--- src/rtl/eth_frame_tx.sv ---
// Cut-through GbE frame transmitter: wraps the upstream 16-bit payload stream in
// /S/, preamble, MAC header, padding, FCS and /T/R/, one 8b10b-ready word per clock.
module eth_frame_tx #(
  parameter logic [47:0] DEST_MAC  = 48'hFFFFFFFFFFFF,
  parameter logic [47:0] SRC_MAC   = 48'h0200DCFE0001,
  parameter logic [15:0] ETHERTYPE = 16'h88B5,
  parameter int unsigned IFG_WORDS = 6
) (
  input  logic        CLK,
  input  logic        RST,
  input  logic        DATA_RDY,
  input  logic [15:0] TXD,
  input  logic        TXD_VLD,
  output logic        TXACK,
  output logic [15:0] TXDATA,
  output logic [1:0]  TXCHARISK,
  output logic        BUSY,
  output logic [15:0] FRM_CNT,
  output logic [7:0]  ERR_CNT
);

  localparam logic [12:0] MIN_PAY  = 13'd23;
  localparam logic [31:0] POLY     = 32'hEDB88320;
  localparam logic [7:0]  IFG_LAST = 8'(IFG_WORDS - 1);

  typedef enum logic [3:0] {
    S_IDLE, S_SOP, S_PRE, S_SFD, S_HDR, S_PAY, S_PAD, S_FCSL, S_FCSH, S_EOP, S_IFG
  } state_t;

  state_t      state_q, state_d;
  logic [7:0]  idx_q, idx_d;
  logic [12:0] pay_q, pay_d;
  logic        runt_q, runt_d, runt_ev;
  logic [31:0] crc_q, crc_d;
  logic [15:0] word_d;
  logic [1:0]  k_d;

  logic [15:0] mem_q [16];
  logic [3:0]  wr_q, rd_q;
  logic [4:0]  cnt_q;
  logic        stray_q;

  logic [15:0] txdata_q;
  logic [1:0]  txk_q;
  logic        txack_q, busy_q;
  logic [15:0] frm_q;
  logic [7:0]  err_q;

  logic open, fifo_ne, avail, pop, bypass, wr_en, push, ovf, stray, err_ev;

  function automatic logic [15:0] hdr_word(input logic [2:0] i);
    logic [95:0] macs;
    int          ii;
    macs = {DEST_MAC, SRC_MAC};
    ii   = int'(i);
    if (i == 3'd6) return {ETHERTYPE[7:0], ETHERTYPE[15:8]};
    return {macs[87 - 16*ii -: 8], macs[95 - 16*ii -: 8]};
  endfunction

  // Reflected CRC-32, bit-serial, low byte first (d[0] is the first bit on the wire).
  function automatic logic [31:0] crc16(input logic [31:0] c, input logic [15:0] d);
    logic [31:0] r;
    r = c;
    for (int b = 0; b < 16; b++) r = (r[0] ^ d[b]) ? ((r >> 1) ^ POLY) : (r >> 1);
    return r;
  endfunction

  assign open    = state_q inside {S_SOP, S_PRE, S_SFD, S_HDR, S_PAY};
  assign fifo_ne = (cnt_q != 5'd0);
  // A word arriving in the same cycle it is needed is forwarded straight from TXD.
  assign avail   = fifo_ne || (TXD_VLD && open);
  assign stray   = TXD_VLD && !open;
  assign wr_en   = TXD_VLD && open && !bypass;
  assign push    = wr_en && ((cnt_q != 5'd16) || pop);
  assign ovf     = wr_en && !push;
  assign err_ev  = (stray && !stray_q) || ovf || runt_ev;

  always_comb begin
    state_d = state_q;
    idx_d   = '0;
    runt_d  = runt_q;
    runt_ev = 1'b0;
    case (state_q)
      S_IDLE: if (DATA_RDY) state_d = S_SOP;
      S_SOP:  state_d = S_PRE;
      S_PRE:  if (idx_q == 8'd1) state_d = S_SFD; else idx_d = idx_q + 8'd1;
      S_SFD:  state_d = S_HDR;
      S_HDR: begin
        if (idx_q != 8'd6) idx_d = idx_q + 8'd1;
        else if (avail) state_d = S_PAY;
        else begin
          state_d = S_PAD;
          runt_d  = 1'b1;
          runt_ev = 1'b1;
        end
      end
      S_PAY, S_PAD: begin
        if (state_q == S_PAY && avail) state_d = S_PAY;
        else if (pay_q < MIN_PAY)      state_d = S_PAD;
        else                           state_d = S_FCSL;
      end
      S_FCSL: state_d = S_FCSH;
      S_FCSH: state_d = S_EOP;
      S_EOP:  state_d = S_IFG;
      S_IFG: begin
        if (idx_q == IFG_LAST) state_d = DATA_RDY ? S_SOP : S_IDLE;
        else idx_d = idx_q + 8'd1;
      end
      default: state_d = S_IDLE;
    endcase
    if (state_d == S_SOP) runt_d = 1'b0;
  end

  always_comb begin
    word_d = 16'h50BC;
    k_d    = 2'b01;
    crc_d  = crc_q;
    pop    = 1'b0;
    bypass = 1'b0;
    pay_d  = pay_q;
    case (state_d)
      S_SOP: begin
        word_d = 16'h55FB;
        crc_d  = '1;
        pay_d  = '0;
      end
      S_PRE: begin word_d = 16'h5555; k_d = 2'b00; end
      S_SFD: begin word_d = 16'hD555; k_d = 2'b00; end
      S_HDR: begin
        word_d = hdr_word(idx_d[2:0]);
        k_d    = 2'b00;
        crc_d  = crc16(crc_q, word_d);
      end
      S_PAY, S_PAD: begin
        k_d = 2'b00;
        if (state_d == S_PAD) word_d = 16'h0000;
        else if (fifo_ne) begin
          word_d = mem_q[rd_q];
          pop    = 1'b1;
        end else begin
          word_d = TXD;
          bypass = 1'b1;
        end
        crc_d = crc16(crc_q, word_d);
        pay_d = (pay_q == '1) ? pay_q : pay_q + 13'd1;
      end
      // A runt is flagged downstream by sending the CRC un-inverted.
      S_FCSL: begin word_d = runt_q ? crc_q[15:0]  : ~crc_q[15:0];  k_d = 2'b00; end
      S_FCSH: begin word_d = runt_q ? crc_q[31:16] : ~crc_q[31:16]; k_d = 2'b00; end
      S_EOP:  begin word_d = 16'hF7FD; k_d = 2'b11; end
      default: ;
    endcase
  end

  always_ff @(posedge CLK) begin
    if (push) mem_q[wr_q] <= TXD;
  end

  always_ff @(posedge CLK or posedge RST) begin
    if (RST) begin
      state_q  <= S_IDLE;
      idx_q    <= '0;
      pay_q    <= '0;
      runt_q   <= 1'b0;
      crc_q    <= '1;
      wr_q     <= '0;
      rd_q     <= '0;
      cnt_q    <= '0;
      stray_q  <= 1'b0;
      txdata_q <= 16'h50BC;
      txk_q    <= 2'b01;
      txack_q  <= 1'b0;
      busy_q   <= 1'b0;
      frm_q    <= '0;
      err_q    <= '0;
    end else begin
      state_q  <= state_d;
      idx_q    <= idx_d;
      pay_q    <= pay_d;
      runt_q   <= runt_d;
      crc_q    <= crc_d;
      stray_q  <= stray;
      if (push) wr_q <= wr_q + 4'd1;
      if (pop)  rd_q <= rd_q + 4'd1;
      cnt_q    <= cnt_q + {4'b0, push} - {4'b0, pop};
      txdata_q <= word_d;
      txk_q    <= k_d;
      txack_q  <= (state_d == S_SOP);
      busy_q   <= (state_d != S_IDLE);
      if (state_d == S_EOP) frm_q <= frm_q + 16'd1;
      if (err_ev && err_q != 8'hFF) err_q <= err_q + 8'd1;
    end
  end

  assign TXDATA    = txdata_q;
  assign TXCHARISK = txk_q;
  assign TXACK     = txack_q;
  assign BUSY      = busy_q;
  assign FRM_CNT   = frm_q;
  assign ERR_CNT   = err_q;

endmodule
--- config.mk ---
export PLATFORM = sky130hd
export DESIGN_NAME = eth_frame_tx
export DESIGN_NICKNAME = d
export VERILOG_FILES = /design/src/rtl/eth_frame_tx.sv
export SDC_FILE = /design/constraint.sdc
export NUM_CORES = 1
export LEC_CHECK = 0
export ABC_CLOCK_PERIOD_IN_PS = 4300
export CAP_MARGIN = 30
export CORE_ASPECT_RATIO = 1.25
export CORE_MARGIN = 5
export CORE_UTILIZATION = 35
export CTS_CLUSTER_DIAMETER = 100
export CTS_CLUSTER_SIZE = 24
export DETAILED_ROUTE_END_ITERATION = 12
export PLACE_DENSITY = 0.48
export SKIP_LAST_GASP = 1
export SLEW_MARGIN = 40
export SYNTH_ARGS = -nofsm -noshare
export SYNTH_HDL_FRONTEND = slang
export SYNTH_SLANG_ARGS = --single-unit
export TNS_END_PERCENT = 5
--- constraint.sdc ---
create_clock -name CLK -period 4.3 [get_ports CLK]
set_input_delay 0.645 -clock CLK [delete_from_list [all_inputs] [get_ports CLK]]
set_output_delay 0.645 -clock CLK [all_outputs]
set_load 0.01 [all_outputs]
==> metrics.txt, run 1 <==
final number of max-transition violations=0; initial antenna violation count=0; insertion delay to the later sink of the worst-skew pair=560 ps; Avg WL per Cell=23.6 µm; minimum period implied by the final worst setup slack=4180 ps; path class of the lowest-slack min-delay path=input pin to asynchronous set/reset pin; crit start category=flip-flop; die height=277 µm; post-detail-place hpwl=42500 µm; total gr overflow=0; netlist area before placement=19900 µm²; kind of capture point of the worst setup path=flip-flop; highest achievable clock rate=239 MHz; FF-to-FF End=crc_q[26]; DP Area=22800 µm²; top cell type's share of synthesized area=0.386; final clock skew=23.9 ps; CTS tree=built; routability cong.=0.856; EDFF count, synth=256; synthesized netlist cell count=1474; number of buffer cells added on primary ports=63; number of violations of the max-capacitance limit=0; first-pass GRT wire length=86000 µm; standard-cell rows=97; R2R Setup Slk=120 ps; R2R depth=17; Synth Area in XOR/XNOR=0.182; number of H-tree levels=1; combinational family with the most area after synthesis=XOR/XNOR gates; Worst Max-Slew Pin Slew=716 ps; vias=12600; global routing usage summed across all routing layers=0.183; maximum buffer depth of the clock tree=3; drt first-iter violations=951; setup repair after global routing missed its margin=true; Cell Count Post-Placement=2399; Critical Path Max Stage Delay=500 ps; complex-gate fraction of the synthesized area=0.0771; list of cells traversed by the critical path=ha_1, and3b_2, a2111o_1, nand3_1, nand2_1, ha_4, nor2b_1, a21o_1, nand2b_1, a311o_2, buf_4, xor2_2, xnor2_2, xnor2_1, buf_4, xor2_1, o221ai_1; Min Hold Slack=399 ps; Antenna Diode Count=0; vias in the first global route=13000; post-route cell area=23600 µm²; result of the run=finished, final reports clean; initial standard-cell utilization of the core=0.354; Buffers & Inverters on Critical Path=2; CP max-delay cell=sky130_fd_sc_hd__a2111o_1; hold_buf cts=0; Die Span X=223 µm; number of non-filler instances in the completed layout=2445; drt pass-1 iters=5; most prevalent standard cell on the critical path=sky130_fd_sc_hd__buf_4; fill cell instance count of the final layout=5234; largest driver fanout on the critical path=10; most frequent cell after synthesis=sky130_fd_sc_hd__edfxtp_1; dominant cell type by area after synthesis=sky130_fd_sc_hd__edfxtp_1; signed area change from the synthesized netlist to the final layout=18.7%; critical setup path kind=flip-flop to flip-flop; antenna violation net count after detailed routing=0; Crit path required time=4780 ps; leading post-synthesis cells by cell area=sky130_fd_sc_hd__edfxtp_1 (39%), sky130_fd_sc_hd__xnor2_1 (10%), sky130_fd_sc_hd__dfrtp_1 (9.6%), sky130_fd_sc_hd__mux4_2 (6.4%), sky130_fd_sc_hd__dfstp_2 (5.3%); clock-pin slew of the registers on the worst-case setup and hold paths=110 ps; post-route DRC violation count=0; Warnings, synthesis=0; TritonCTS Buffers=20; number of placed I/O pins=64; Die ar.=61800 µm²; share of cell area taken by muxes after synthesis=0.0866; Hold Fails Final Rpt=0; clock sink count=372; Synthesized Nets=1514; most instantiated cells after synthesis=sky130_fd_sc_hd__edfxtp_1 (256), sky130_fd_sc_hd__xnor2_1 (228), sky130_fd_sc_hd__nor2_1 (96); Final #Nets=1732; Final Cycle Share=0.972; worst reg2reg startpoint=idx_q[0]; simple logic cell fraction of the synthesized area=0.0792; sequential cell area fraction in the yosys report=0.535; adder and majority cell fraction of the synthesized area=0.0130; flip-flop and latch count after synthesis=372; average via count per standard cell=5.16; kind of cell adding the most delay to the critical path=compound AO/OA/AOI/OAI gates; worst path arrival time=4660 ps; leading register cell type out of synthesis=sky130_fd_sc_hd__edfxtp_1; async set-or-reset flop fraction in the synthesized netlist=0.312; count of unique library cells instantiated by Yosys=98; pin count of the biggest net entering global routing=92; Avg Cell Area, Syn=13.5 µm²; Std-Cell Core Area=56200 µm²; tightest slew margin relative to the limit=0.521; layout cell share with drive strength beyond 1=0.264; Final setup violation count=0; Root Driver=sky130_fd_sc_hd__clkbuf_16; sum of routed wire length over all layers=57800 µm
## how the worst max path moves through the flow
stage | slack (ps) | startpoint | cells past startpoint | end
floorplan | -50 | idx_q[1] | 18 | crc_q[17]
global placement | 50 | idx_q[0] | 18 | crc_q[26]
detailed placement | -70 | idx_q[0] | 18 | crc_q[26]
CTS | -30 | idx_q[1] | 19 | crc_q[19]
global route | -80 | idx_q[0] | 17 | crc_q[19]
finish | 120 | idx_q[0] | 17 | crc_q[26]
## logic make-up after synthesis
| family | count (synthesis) |
|---|---|
| fa+ha+maj | 20 |
| xor+xnor | 353 |
| flops | 372 |
| simple gates | 315 |
| compound gates | 215 |
| mux | 98 |
| buf+inv | 101 |
## flip-flops by register name (all words and copies together) (netlist names), 2 cells and up
name,cells
crc_q,32
ERR_CNT,8
state_q,4
rd_q,4
TXCHARISK,2
TXDATA,16
idx_q,8
pay_q,13
wr_q,4
cnt_q,5
FRM_CNT,16
mem_q,256
## through the flow
step / utilization / TNS, ps / setup slack, ps
after detailed placement: 0.405 / -95.0 / -69.3
after CTS: 0.416 / -45.9 / -27.0
after global placement: 0.405 / 0 / 45.5
final: 0.421 / 0 / 120
after floorplan: - / -150 / -52.0
after global routing: 0.421 / -537 / -78.6
## timing repair
item                                    in CTS  in global routing
endpoints found under the setup margin       6                 22
pin swaps                                    0                 14
gates cloned                                 0                  0
gates resized for setup                      3                 20
setup buffers                                0                 13
## layer usage
layer	vias up	routed length [µm]	global-route usage	part of all wire
met1	6400	23200	0.228	0.40
met3	72	2710	0.0274	0.047
met4	0	1840	0.0537	0.032
li1	5842	-	-	-
met5	-	0	0	0
met2	293	30000	0.328	0.52
## layout by cell type, fill, tap and decap left out, types with 7 or more instances in the layout
master,n
sky130_fd_sc_hd__a21oi_1,24
sky130_fd_sc_hd__a22oi_1,18
sky130_fd_sc_hd__and3_1,13
sky130_fd_sc_hd__buf_12,12
sky130_fd_sc_hd__buf_4,196
sky130_fd_sc_hd__clkbuf_1,7
sky130_fd_sc_hd__clkbuf_16,21
sky130_fd_sc_hd__clkdlybuf4s50_1,63
sky130_fd_sc_hd__dfrtp_1,72
sky130_fd_sc_hd__dfstp_2,40
sky130_fd_sc_hd__edfxtp_1,256
sky130_fd_sc_hd__ha_1,18
sky130_fd_sc_hd__inv_1,24
sky130_fd_sc_hd__mux2_2,14
sky130_fd_sc_hd__mux2i_1,26
sky130_fd_sc_hd__mux4_2,57
sky130_fd_sc_hd__nand2_1,74
sky130_fd_sc_hd__nand2b_1,9
sky130_fd_sc_hd__nand3_1,34
sky130_fd_sc_hd__nand4_1,12
sky130_fd_sc_hd__nor2_1,84
sky130_fd_sc_hd__nor2_2,13
sky130_fd_sc_hd__nor2b_1,10
sky130_fd_sc_hd__nor3_1,8
sky130_fd_sc_hd__nor4_1,7
sky130_fd_sc_hd__o211ai_1,8
sky130_fd_sc_hd__o21ai_0,50
sky130_fd_sc_hd__o221ai_1,22
sky130_fd_sc_hd__o22ai_1,29
sky130_fd_sc_hd__or3_1,7
sky130_fd_sc_hd__xnor2_1,213
sky130_fd_sc_hd__xnor2_2,21
sky130_fd_sc_hd__xnor3_1,16
sky130_fd_sc_hd__xor2_1,81
## cell type report
class | instances | area, µm² | share of cell area
tap | 742 | 928 | 0.0393
timing repair buffer | 272 | 2350 | 0.0996
clock inverter | 5 | 67.6 | 0.00286
sequential | 372 | 10700 | 0.451
clock buffer | 28 | 552 | 0.0234
multi-input combinational | 1001 | 8980 | 0.380
inverter | 25 | 96.3 | 0.00408
Power of run 1 is left out: the tool's default activity adds up to more than one toggle a clock period on the data nets, which glitch-free logic cannot reach.
==> inputs of run 2 (changes only) <==
--- a/config.mk
+++ b/config.mk
@@ -6,13 +6,13 @@
 export NUM_CORES = 1
 export LEC_CHECK = 0
 export ABC_CLOCK_PERIOD_IN_PS = 4300
-export CAP_MARGIN = 30
 export CORE_ASPECT_RATIO = 1.25
 export CORE_MARGIN = 5
 export CORE_UTILIZATION = 35
 export CTS_CLUSTER_DIAMETER = 100
 export CTS_CLUSTER_SIZE = 24
 export DETAILED_ROUTE_END_ITERATION = 12
+export MAX_ROUTING_LAYER = met4
 export PLACE_DENSITY = 0.48
 export SKIP_LAST_GASP = 1
 export SLEW_MARGIN = 40
==> run 2 against run 1 <==
Against the previous run:
- sequential cell count did not move
- critical path type unchanged
- fmax is 0.10% higher
- largest cell class unchanged
- die area unchanged
- setup slack better by 4.4 ps
- routed wire length up 1.7%
==> metrics.txt, run 2 (same netlist as run 1, synthesis figures left out) <==
path class of the lowest-slack min-delay path=flip-flop to flip-flop; Worst Max-Slew Pin Slew=848 ps (+132 ps); Hold Fails Final Rpt=0 (unchanged); clock sink count=372 (unchanged); number of placed I/O pins=64 (unchanged); standard-cell rows=97 (unchanged); vias in the first global route=13000 (-0.077%); global routing usage summed across all routing layers=0.190 (+0.00710); layout cell share with drive strength beyond 1=0.278 (+0.0135); Min Hold Slack=476 ps (+77.9 ps); vias=12700 (+1.1%); TritonCTS Buffers=20 (unchanged); Final setup violation count=0 (unchanged); first-pass GRT wire length=87200 µm (+1.5%); Crit path required time=4770 ps (about the same); Final Cycle Share=0.971 (-0.00102); FF/Latch Area=10700 µm² (unchanged); Die ar.=61800 µm² (unchanged); final number of max-transition violations=0 (unchanged); number of violations of the max-capacitance limit=0 (unchanged); number of H-tree levels=1 (unchanged); insertion delay to the later sink of the worst-skew pair=560 ps (about the same); DP Area=22700 µm² (-0.37%); worst path arrival time=4650 ps (about the same); initial antenna violation count=0 (unchanged); average via count per standard cell=5.20 (+0.78%); clock-pin slew of the registers on the worst-case setup and hold paths=100 ps (about the same); most frequent cells in the layout=sky130_fd_sc_hd__edfxtp_1 (256), sky130_fd_sc_hd__xnor2_1 (210), sky130_fd_sc_hd__buf_4 (205); Die Span X=223 µm (unchanged); final clock skew=24.1 ps (+0.202 ps); Final #Nets=1740 (+0.46%); highest achievable clock rate=239 MHz (+0.10%); drt first-iter violations=898 (-5.6%); setup repair after global routing missed its margin=true; post-route cell area=23800 µm² (+0.67%); routability cong.=0.886 (+3.5%); critical setup path kind=flip-flop to flip-flop; result of the run=finished, final reports clean; initial standard-cell utilization of the core=0.354 (unchanged); Root Driver=sky130_fd_sc_hd__clkbuf_16; antenna violation net count after detailed routing=0 (unchanged); fill cell instance count of the final layout=5249 (+0.29%); die height=277 µm (unchanged); crit start category=flip-flop; Std-Cell Core Area=56200 µm² (unchanged); multi-input combinational cell area=9110 µm² (+1.4%); CTS tree=built; number of buffer cells added on primary ports=63 (unchanged); registers with the most flip-flops=mem_q x256, crc_q x32; pin count of the biggest net entering global routing=70 (-24%); kind of capture point of the worst setup path=flip-flop; Antenna Diode Count=0 (unchanged); Avg WL per Cell=24.0 µm (+1.4%); total gr overflow=0 (unchanged); Biggest register=mem_q; post-detail-place hpwl=42500 µm (about the same); maximum buffer depth of the clock tree=3 (unchanged); sum of routed wire length over all layers=58800 µm (+1.7%); tightest slew margin relative to the limit=0.427 (-0.0938); largest driver fanout on the critical path=6 (-4); post-route DRC violation count=0 (unchanged); commonest non-fill, non-tap cell in the layout=sky130_fd_sc_hd__edfxtp_1; hold_buf cts=0 (unchanged); minimum period implied by the final worst setup slack=4180 ps (-4.39 ps); drt pass-1 iters=7 (+2); number of flip-flops in the largest register=256 (unchanged); signed area change from the synthesized netlist to the final layout=19.5%
run 2: what timing repair did:
| action | 4_1_cts | 5_1_grt |
|---|---|---|
| buffers inserted | 0 | 25 |
| gates resized for setup | 2 | 44 |
| gates cloned | 0 | 1 |
| pin swaps | 0 | 23 |
| endpoints found under the setup margin | 12 | 26 |
run 2: layout make-up:
type | instances | area share
flip-flops and latches | 372 | 0.448
multi-input cells | 1002 | 0.383
clock inverters | 2 | 0.00105
clock buffers | 30 | 0.0257
inverters | 25 | 0.00416
repair buffers | 279 | 0.0994
well taps | 742 | 0.0390
run 2: through the flow:
stage / setup TNS, ps / util / setup WS, ps / std cells
floorplan: -150 / - / -52.0 / 1474
global placement: 0 / 0.403 / 37.5 / 2394
detailed placement: -308 / 0.404 / -94.5 / 2394
CTS: -89.0 / 0.415 / -53.5 / 2426
global route: -108 / 0.423 / -22.2 / 2452
finish: 0 / 0.423 / 124 / 2452
run 2: worst paths after layout:
kind	startpoint	cells after the start	endpoint	slack, ps
min reg2reg	FRM_CNT[15]	1	FRM_CNT[15]	480
min	FRM_CNT[15]	1	FRM_CNT[15]	480
min in group asynchronous	RST	2	cnt_q[4]	590
max	cnt_q[3]	17	crc_q[17]	120
max reg2reg	cnt_q[3]	17	crc_q[17]	120
max in group asynchronous	RST	3	crc_q[10]	2830
run 2: worst max-delay path, stage by stage, from the launching register on:
cell,delay [ps]
sky130_fd_sc_hd__dfrtp_1,400
sky130_fd_sc_hd__inv_1,80
sky130_fd_sc_hd__ha_1,170
sky130_fd_sc_hd__or4b_4,540
sky130_fd_sc_hd__a31o_4,250
sky130_fd_sc_hd__nor4b_4,350
sky130_fd_sc_hd__buf_4,210
sky130_fd_sc_hd__o211a_4,200
sky130_fd_sc_hd__nor2_1,60
sky130_fd_sc_hd__xnor2_1,140
sky130_fd_sc_hd__buf_4,180
sky130_fd_sc_hd__xnor3_1,400
sky130_fd_sc_hd__xor2_1,160
sky130_fd_sc_hd__buf_4,160
sky130_fd_sc_hd__xnor2_1,120
sky130_fd_sc_hd__buf_4,140
sky130_fd_sc_hd__xnor2_1,370
sky130_fd_sc_hd__o221ai_1,170
run 2: per-layer routing:
| layer | vias up | GRT usage | part of all wire |
|---|---|---|---|
| met1 | 6543 | 0.235 | 0.41 |
| met3 | 70 | 0.0193 | 0.035 |
| met5 | - | - | 0 |
| met4 | 0 | 0.0396 | 0.025 |
| met2 | 264 | 0.338 | 0.53 |
| li1 | 5865 | - | - |
Power of run 2 is left out for the same reason.
